**src/rtl/cga_vram_arbiter.sv**
```systemverilog
// Arbitrates the CGA 8-bit video RAM port between display fetch and one queued CPU access.
// Optional CGA_VRAM_WAIT_EN: when defined, bus_rdy inserts ISA wait states; otherwise it stays 1.
module cga_vram_arbiter #(
  parameter logic [18:0] VRAM_BASE  = 19'h08000,
  parameter logic [4:0]  SLOT_START = 5'd8,
  parameter logic [4:0]  SLOT_END   = 5'd15
) (
  input  logic        clk,
  input  logic        reset,
  input  logic [4:0]  clk_seq,
  input  logic        disp_active,
  input  logic [18:0] disp_addr,
  input  logic        cpu_req,
  input  logic        cpu_we,
  input  logic [14:0] cpu_addr,
  input  logic [7:0]  cpu_wdata,
  output logic [7:0]  cpu_rdata,
  output logic        cpu_ack,
  output logic        bus_rdy,
  output logic [18:0] ram_a,
  output logic [7:0]  ram_dout,
  output logic        ram_we_l,
  input  logic [7:0]  ram_din,
  output logic [15:0] conflict_cnt
);

  typedef enum logic [2:0] {
    S_IDLE,
    S_WAIT,
    S_ADDR,
    S_DATA,
    S_DONE
  } state_t;

  state_t      state_q, state_d;
  logic        we_q, we_d;
  logic [14:0] addr_q, addr_d;
  logic [7:0]  wdata_q, wdata_d;
  logic [7:0]  rdata_q, rdata_d;
  logic        ack_q, ack_d;
  logic        rdy_q, rdy_d;
  logic        we_l_q, we_l_d;
  logic [7:0]  dout_q, dout_d;
  logic [15:0] cnt_q, cnt_d;
  logic        in_slot;
  logic        cpu_owns_ram;

  assign in_slot = (clk_seq >= SLOT_START) && (clk_seq <= (SLOT_END - 5'd1));

  always_comb begin
    state_d = state_q;
    we_d    = we_q;
    addr_d  = addr_q;
    wdata_d = wdata_q;
    rdata_d = rdata_q;
    ack_d   = 1'b0;
    rdy_d   = rdy_q;
    we_l_d  = 1'b1;
    dout_d  = '0;
    cnt_d   = cnt_q;
    unique case (state_q)
      S_IDLE: begin
        if (cpu_req) begin
          we_d    = cpu_we;
          addr_d  = cpu_addr;
          wdata_d = cpu_wdata;
          state_d = S_WAIT;
`ifdef CGA_VRAM_WAIT_EN
          rdy_d   = 1'b0;
`endif
        end
      end
      S_WAIT: begin
        if (!disp_active && in_slot) begin
          state_d = S_ADDR;
          we_l_d  = ~we_q;
          dout_d  = we_q ? wdata_q : '0;
        end else if (cnt_q != '1) begin
          cnt_d = cnt_q + 16'd1;
        end
      end
      S_ADDR: begin
        state_d = disp_active ? S_WAIT : S_DATA;
      end
      S_DATA: begin
        if (disp_active) begin
          state_d = S_WAIT;
        end else begin
          if (!we_q) rdata_d = ram_din;
          state_d = S_DONE;
          ack_d   = 1'b1;
          rdy_d   = 1'b1;
        end
      end
      S_DONE: begin
        state_d = S_IDLE;
      end
      default: begin
        state_d = S_IDLE;
      end
    endcase
  end

  always_ff @(posedge clk) begin
    if (reset) begin
      state_q <= S_IDLE;
      we_q    <= 1'b0;
      addr_q  <= '0;
      wdata_q <= '0;
      rdata_q <= '0;
      ack_q   <= 1'b0;
      rdy_q   <= 1'b1;
      we_l_q  <= 1'b1;
      dout_q  <= '0;
      cnt_q   <= '0;
    end else begin
      state_q <= state_d;
      we_q    <= we_d;
      addr_q  <= addr_d;
      wdata_q <= wdata_d;
      rdata_q <= rdata_d;
      ack_q   <= ack_d;
      rdy_q   <= rdy_d;
      we_l_q  <= we_l_d;
      dout_q  <= dout_d;
      cnt_q   <= cnt_d;
    end
  end

  // A display fetch landing in ADDR must still suppress the already-registered strobe.
  assign cpu_owns_ram = ((state_q == S_ADDR) || (state_q == S_DATA)) && !disp_active;
  assign ram_a        = cpu_owns_ram ? (VRAM_BASE | {4'b0, addr_q}) : disp_addr;
  assign ram_we_l     = we_l_q | disp_active;

  assign cpu_rdata    = rdata_q;
  assign cpu_ack      = ack_q;
  assign bus_rdy      = rdy_q;
  assign ram_dout     = dout_q;
  assign conflict_cnt = cnt_q;

endmodule

```
**config.mk**
```make
export PLATFORM = sky130hd
export DESIGN_NAME = cga_vram_arbiter
export DESIGN_NICKNAME = d
export VERILOG_FILES = /design/src/rtl/cga_vram_arbiter.sv
export SDC_FILE = /design/constraint.sdc
export NUM_CORES = 1
export LEC_CHECK = 0
export ABC_AREA = 1
export CORE_MARGIN = 5
export CORE_UTILIZATION = 46
export DETAILED_ROUTE_END_ITERATION = 12
export HOLD_SLACK_MARGIN = 0.12
export PLACE_DENSITY = 0.86
export SLEW_MARGIN = 20
export SYNTH_ARGS = -nofsm -noshare
export SYNTH_HDL_FRONTEND = slang
export SYNTH_SLANG_ARGS = --single-unit
export TNS_END_PERCENT = 50
```
**constraint.sdc**
```tcl
create_clock -name clk -period 3.6 [get_ports clk]
set_input_delay 0.54 -clock clk [delete_from_list [all_inputs] [get_ports clk]]
set_output_delay 0.54 -clock clk [all_outputs]
set_load 0.005 [all_outputs]
```
=== After elaboration in Yosys (flattened, before gate mapping) ===
Index checks and enable logic that the tools add are counted.

* Register bits after elaboration: 61
* Output and inout bits: 54
* Logic and storage cells: 44

* Add/subtract/negate cells: 1
* Order comparisons: 2
* Eq/ne operators: 6
* Multiplexer cells: 7
* Bitwise gates (word level): 6
* Reduce and logical (&&, ||, !) cells: 13

{| class="wikitable"
|+ Operator list
! operator !! number
|-
| $mux 19 || 1
|-
| $add 16x1->16 const B || 1
|-
| $ne 16x16->1 const B || 1
|-
| $pmux 3 s4 || 1
|-
| $mux 3 || 3
|-
| $eq 3x2->1 const B || 2
|-
| $reduce_and 3->1 || 2
|-
| $ge 5x4->1 const B || 1
|-
| $le 5x4->1 const B || 1
|-
| $not 1->1 || 5
|-
| $ne 2x2->1 const B || 2
|-
| $reduce_and 2->1 || 2
|-
| $reduce_or 4->1 || 1
|-
| $eq 3x1->1 const B || 1
|-
| $logic_and 1x1->1 || 3
|-
| $logic_not 3->1 || 1
|-
| $reduce_or 3->1 || 1
|-
| $mux 2 || 1
|-
| $reduce_or 2->1 || 1
|-
| $logic_not 1->1 || 1
|-
| $logic_or 1x1->1 || 1
|-
| $mux 1 || 1
|-
| $or 1x1->1 || 1
|}

=== Depth between registers and ports, before layout ===
* Depth after elaboration: 5
* Gate-level depth with buffers: 9

=== Least setup slack after synthesis ===
No wires, ideal clock.

* Path type: input port to output port
* Start: in disp_active
* End: out ram_a[10]
* Data arrival time: 1.197 ns
* Required time: 3.060 ns
* Slack: 1.863 ns
* Stages on the path: 4
* Buffers on the path: 1
* Cell sequence: nor3_4 > inv_2 > clkbuf_1 > o21ai_0

* Word-level cells in the longest chain between the ends: 3

{| class="wikitable"
|+ Ends and longest elaborated chain
! item !! RTL line !! RTL
|-
| start: declaration || 11 || <nowiki>input logic disp_active,</nowiki>
|-
| $logic_not 1->1 || 131 || <nowiki>assign cpu_owns_ram = ((state_q == S_ADDR) || (state_q == S_DATA)) && !disp_active;</nowiki>
|-
| $logic_and 1x1->1 || 131 ||
|-
| $mux 19 || 132 || <nowiki>assign ram_a = cpu_owns_ram ? (VRAM_BASE | {4'b0, addr_q}) : disp_addr;</nowiki>
|-
| end: declaration || 20 || <nowiki>output logic [18:0] ram_a,</nowiki>
|}

No other way between the ends.

=== Final worst setup path ===
* Start: in disp_active
* End: out ram_a[3]

The elaborated chain is that of the path after synthesis.

==> impl_results.md <==
* Commonest non-fill, non-tap cells in the layout: clkdlybuf4s50_1 (112), nand2_1 (74), dfxtp_1 (61), nor2_1 (60), o21ai_0 (52)
* GR Overflow Total at 0
* Cell Area, Synth at 2720 um2
* Top post-synthesis cells by area: dfxtp_1 (45%), nand2_1 (10%), o21ai_0 (9.6%)
* Final setup fails at 0
* GP Congestion at 0.824
* Mapped Cells at ~390
* First-pass GRT wire length at between 10000 and 15000 um
* Crit. Startpoint: disp_active
* Synth Register Bits at 61
* Synth Warn # at 0
* Maxcap violations at 0
* Fin. Hold Viols at 0
* Area Overhead vs Synth at 51.3%
* Detailed Route Iter0 Violations at about 140
* CTS hold repair buffers at 0
* Sink Count at between 60 and 70
* I/O pin cnt at about 110
* WL per Instance at between 10 and 15 um
* Total wire length at ~7400 um
* Internal power at ~0.0013 W
* Syn Area/Cell at roughly 7.0 um2
* GRT Total Usage at 20.4%
* Fmax at about 350 MHz
* FF/Latch Area at 1220 um2
* Vias in the first global route at approximately 2800
* Post-placement cell count at 559
* Synth top area share at around 45%
* Required @ worst endpoint at 3.06 ns
* Final worst path period share at between 70% and 80%
* Clk_lat worst skew at ~0.33 ns
* CTS root buffer: clkbuf_8
* Core outline area at between 5000 and 6000 um2
* Setup crit start kind: input pin
* Via count at about 2800
* Setup_tns at 0 ns
* Clock power frac at between 40% and 50%
* Synth unique cells at 27
* FF-to-FF Start: conflict_cnt[0]
* Final min period at 2.86 ns
* Switching Share at 23.6%
* 1st-pass router iterations at 4
* Starting Density at 46.7%
* Core Rows at 28
* # diodes at 0
* LEAKAGE at approximately 1.6 nW
* Post_cts resized at 0
* Power Dens Cells at around 410 nW/um2
* Max Root-Sink Buffers at 2
* Slew headroom at approximately three fifths
* Largest net degree at the start of global routing at just under 50
* Final #Nets at 556
* Combinational power share at around 14%
* Post-DRT Antenna Nets at 0
* Crit path capture type: output pin
* Layout cells sized above 1 at roughly 6.6%
* Worst Clk Skew at 0.00657 ns
* Die X at around 87 um
* Die Y at 86.8 um
* Kind of critical path: input pin to output pin
* Die area at around 7500 um2
* IO buf count at around 110
* Area taken by multi-input logic gates at between 1000 and 1500 um2
* Initial antenna violation count at 0
* CTS Buf Count at 9
* Fillcell total at 515
* Worst slew pin tran at 0.605 ns
* Worst-path clk slew at 0.07 ns
* Biggest area consumer among synthesized cells: dfxtp_1
* Final core occ at a little over two thirds
* H-Tree Depth at 3
* Switching pwr at about 0.00040 W
* Seq/Total Area, Yosys at between 40% and 50%
* Post-CTS Setup Bufs at 0
* Status: finished, final reports clean
* Finished Layout Cells at 575
* TritonCTS clock tree: built
* Hpwl dp at 5490 um
* Hold path startpoint: wdata_q[6]
* DR DRC count at 0
* Maximum vdd ir drop at between 200 and 300 uV
* Seq pwr share at a little over two fifths
* Commonest non-fill, non-tap cell in the layout: clkdlybuf4s50_1
* Unrepaired setup endpoints after global routing: no
* Vias/cell at 4.91
* Critical path data arrival time at 2.32 ns
* Crit-path max FO at 36
* Syn_nets at approximately 450
* Hold WC Path Type: flop to flop
* Slew Viols, Final at 0
## area by class of cell
cell class / instances / share of cell area (%)
multi-input cells: 260 / 29.8
flip-flops and latches: 61 / 29.7
repair buffers: 114 / 27.6
inverters: 49 / 4.48
clock buffers: 9 / 3.01
clock inverters: 7 / 3.01
well taps: 75 / 2.28
## power groups by stage
stage                     logic (W)  registers, W  clock network, W
after floorplan            0.000112      0.000735                 0
after global placement     0.000223      0.000737                 0
after detailed placement   0.000229      0.000738                 0
after CTS                  0.000232      0.000723          0.000750
after global routing       0.000257      0.000726          0.000781
final                      0.000230      0.000723          0.000739
## synthesized netlist by cell type, drive strengths merged
cell type	number
conb	1
nor3	6
or2	2
xor2	1
nand2	74
o221ai	1
nand3b	1
dfxtp	61
nor2	61
clkbuf	9
o21ai	53
nand4	4
inv	49
nand3	17
xnor2	2
a21oi	36
buf	8
ha	1
## routing by layer
metal / global-route usage (%) / routed length (um) / vias up / part of all wire [%]
li1: - / - / 1447 / -
met1: 21.2 / 2860 / 1269 / 39
met2: 36.2 / 3730 / 95 / 51
met3: 7.89 / 611 / 14 / 8.3
met4: 8.50 / 160 / 0 / 2.2
met5: 0 / 0 / - / 0
## cell families after synthesis
group           synth area share, %
compound gates                 16.7
xor+xnor                      0.968
fa+ha+maj                     0.461
buf+inv                        9.86
flops                          45.0
other cells                   0.138
simple gates                   26.9
## worst max-delay path, cell delays in order
cell	delay, ns
clkdlybuf4s50_1	0.56
nor3_4	0.07
inv_2	0.38
nand2_1	0.10
o21ai_0	0.11
clkdlybuf4s50_1	0.54
## worst paths after layout
path	depth (start not counted)	endpoint	slack, ns
worst max-delay path	6	ram_a[3]	0.74
worst min-delay path	2	ram_dout[6]	0.43
worst max register to register	7	conflict_cnt[1]	1.27
worst min register to register	2	ram_dout[6]	0.43
## state kept, by name, summed over array words and instances, names as in the netlist
signal and count:
we_l_q 1, conflict_cnt 16, addr_q 15, state_q 3, ram_dout 8, cpu_ack 1
wdata_q 8, cpu_rdata 8, we_q 1
## through the flow
stage                     setup WS (ns)  hold WS (ns)  power [W]  instance area (um2)
after floorplan                    1.86         0.416   0.000847                 2720
after global placement            0.816         0.423   0.000961                 3860
after detailed placement          0.744         0.428   0.000968                 3860
after CTS                         0.731         0.435    0.00171                 4110
after global routing              0.597         0.462    0.00176                 4110
final                             0.744         0.432    0.00169                 4110
Power figures use the tool's default switching activity.
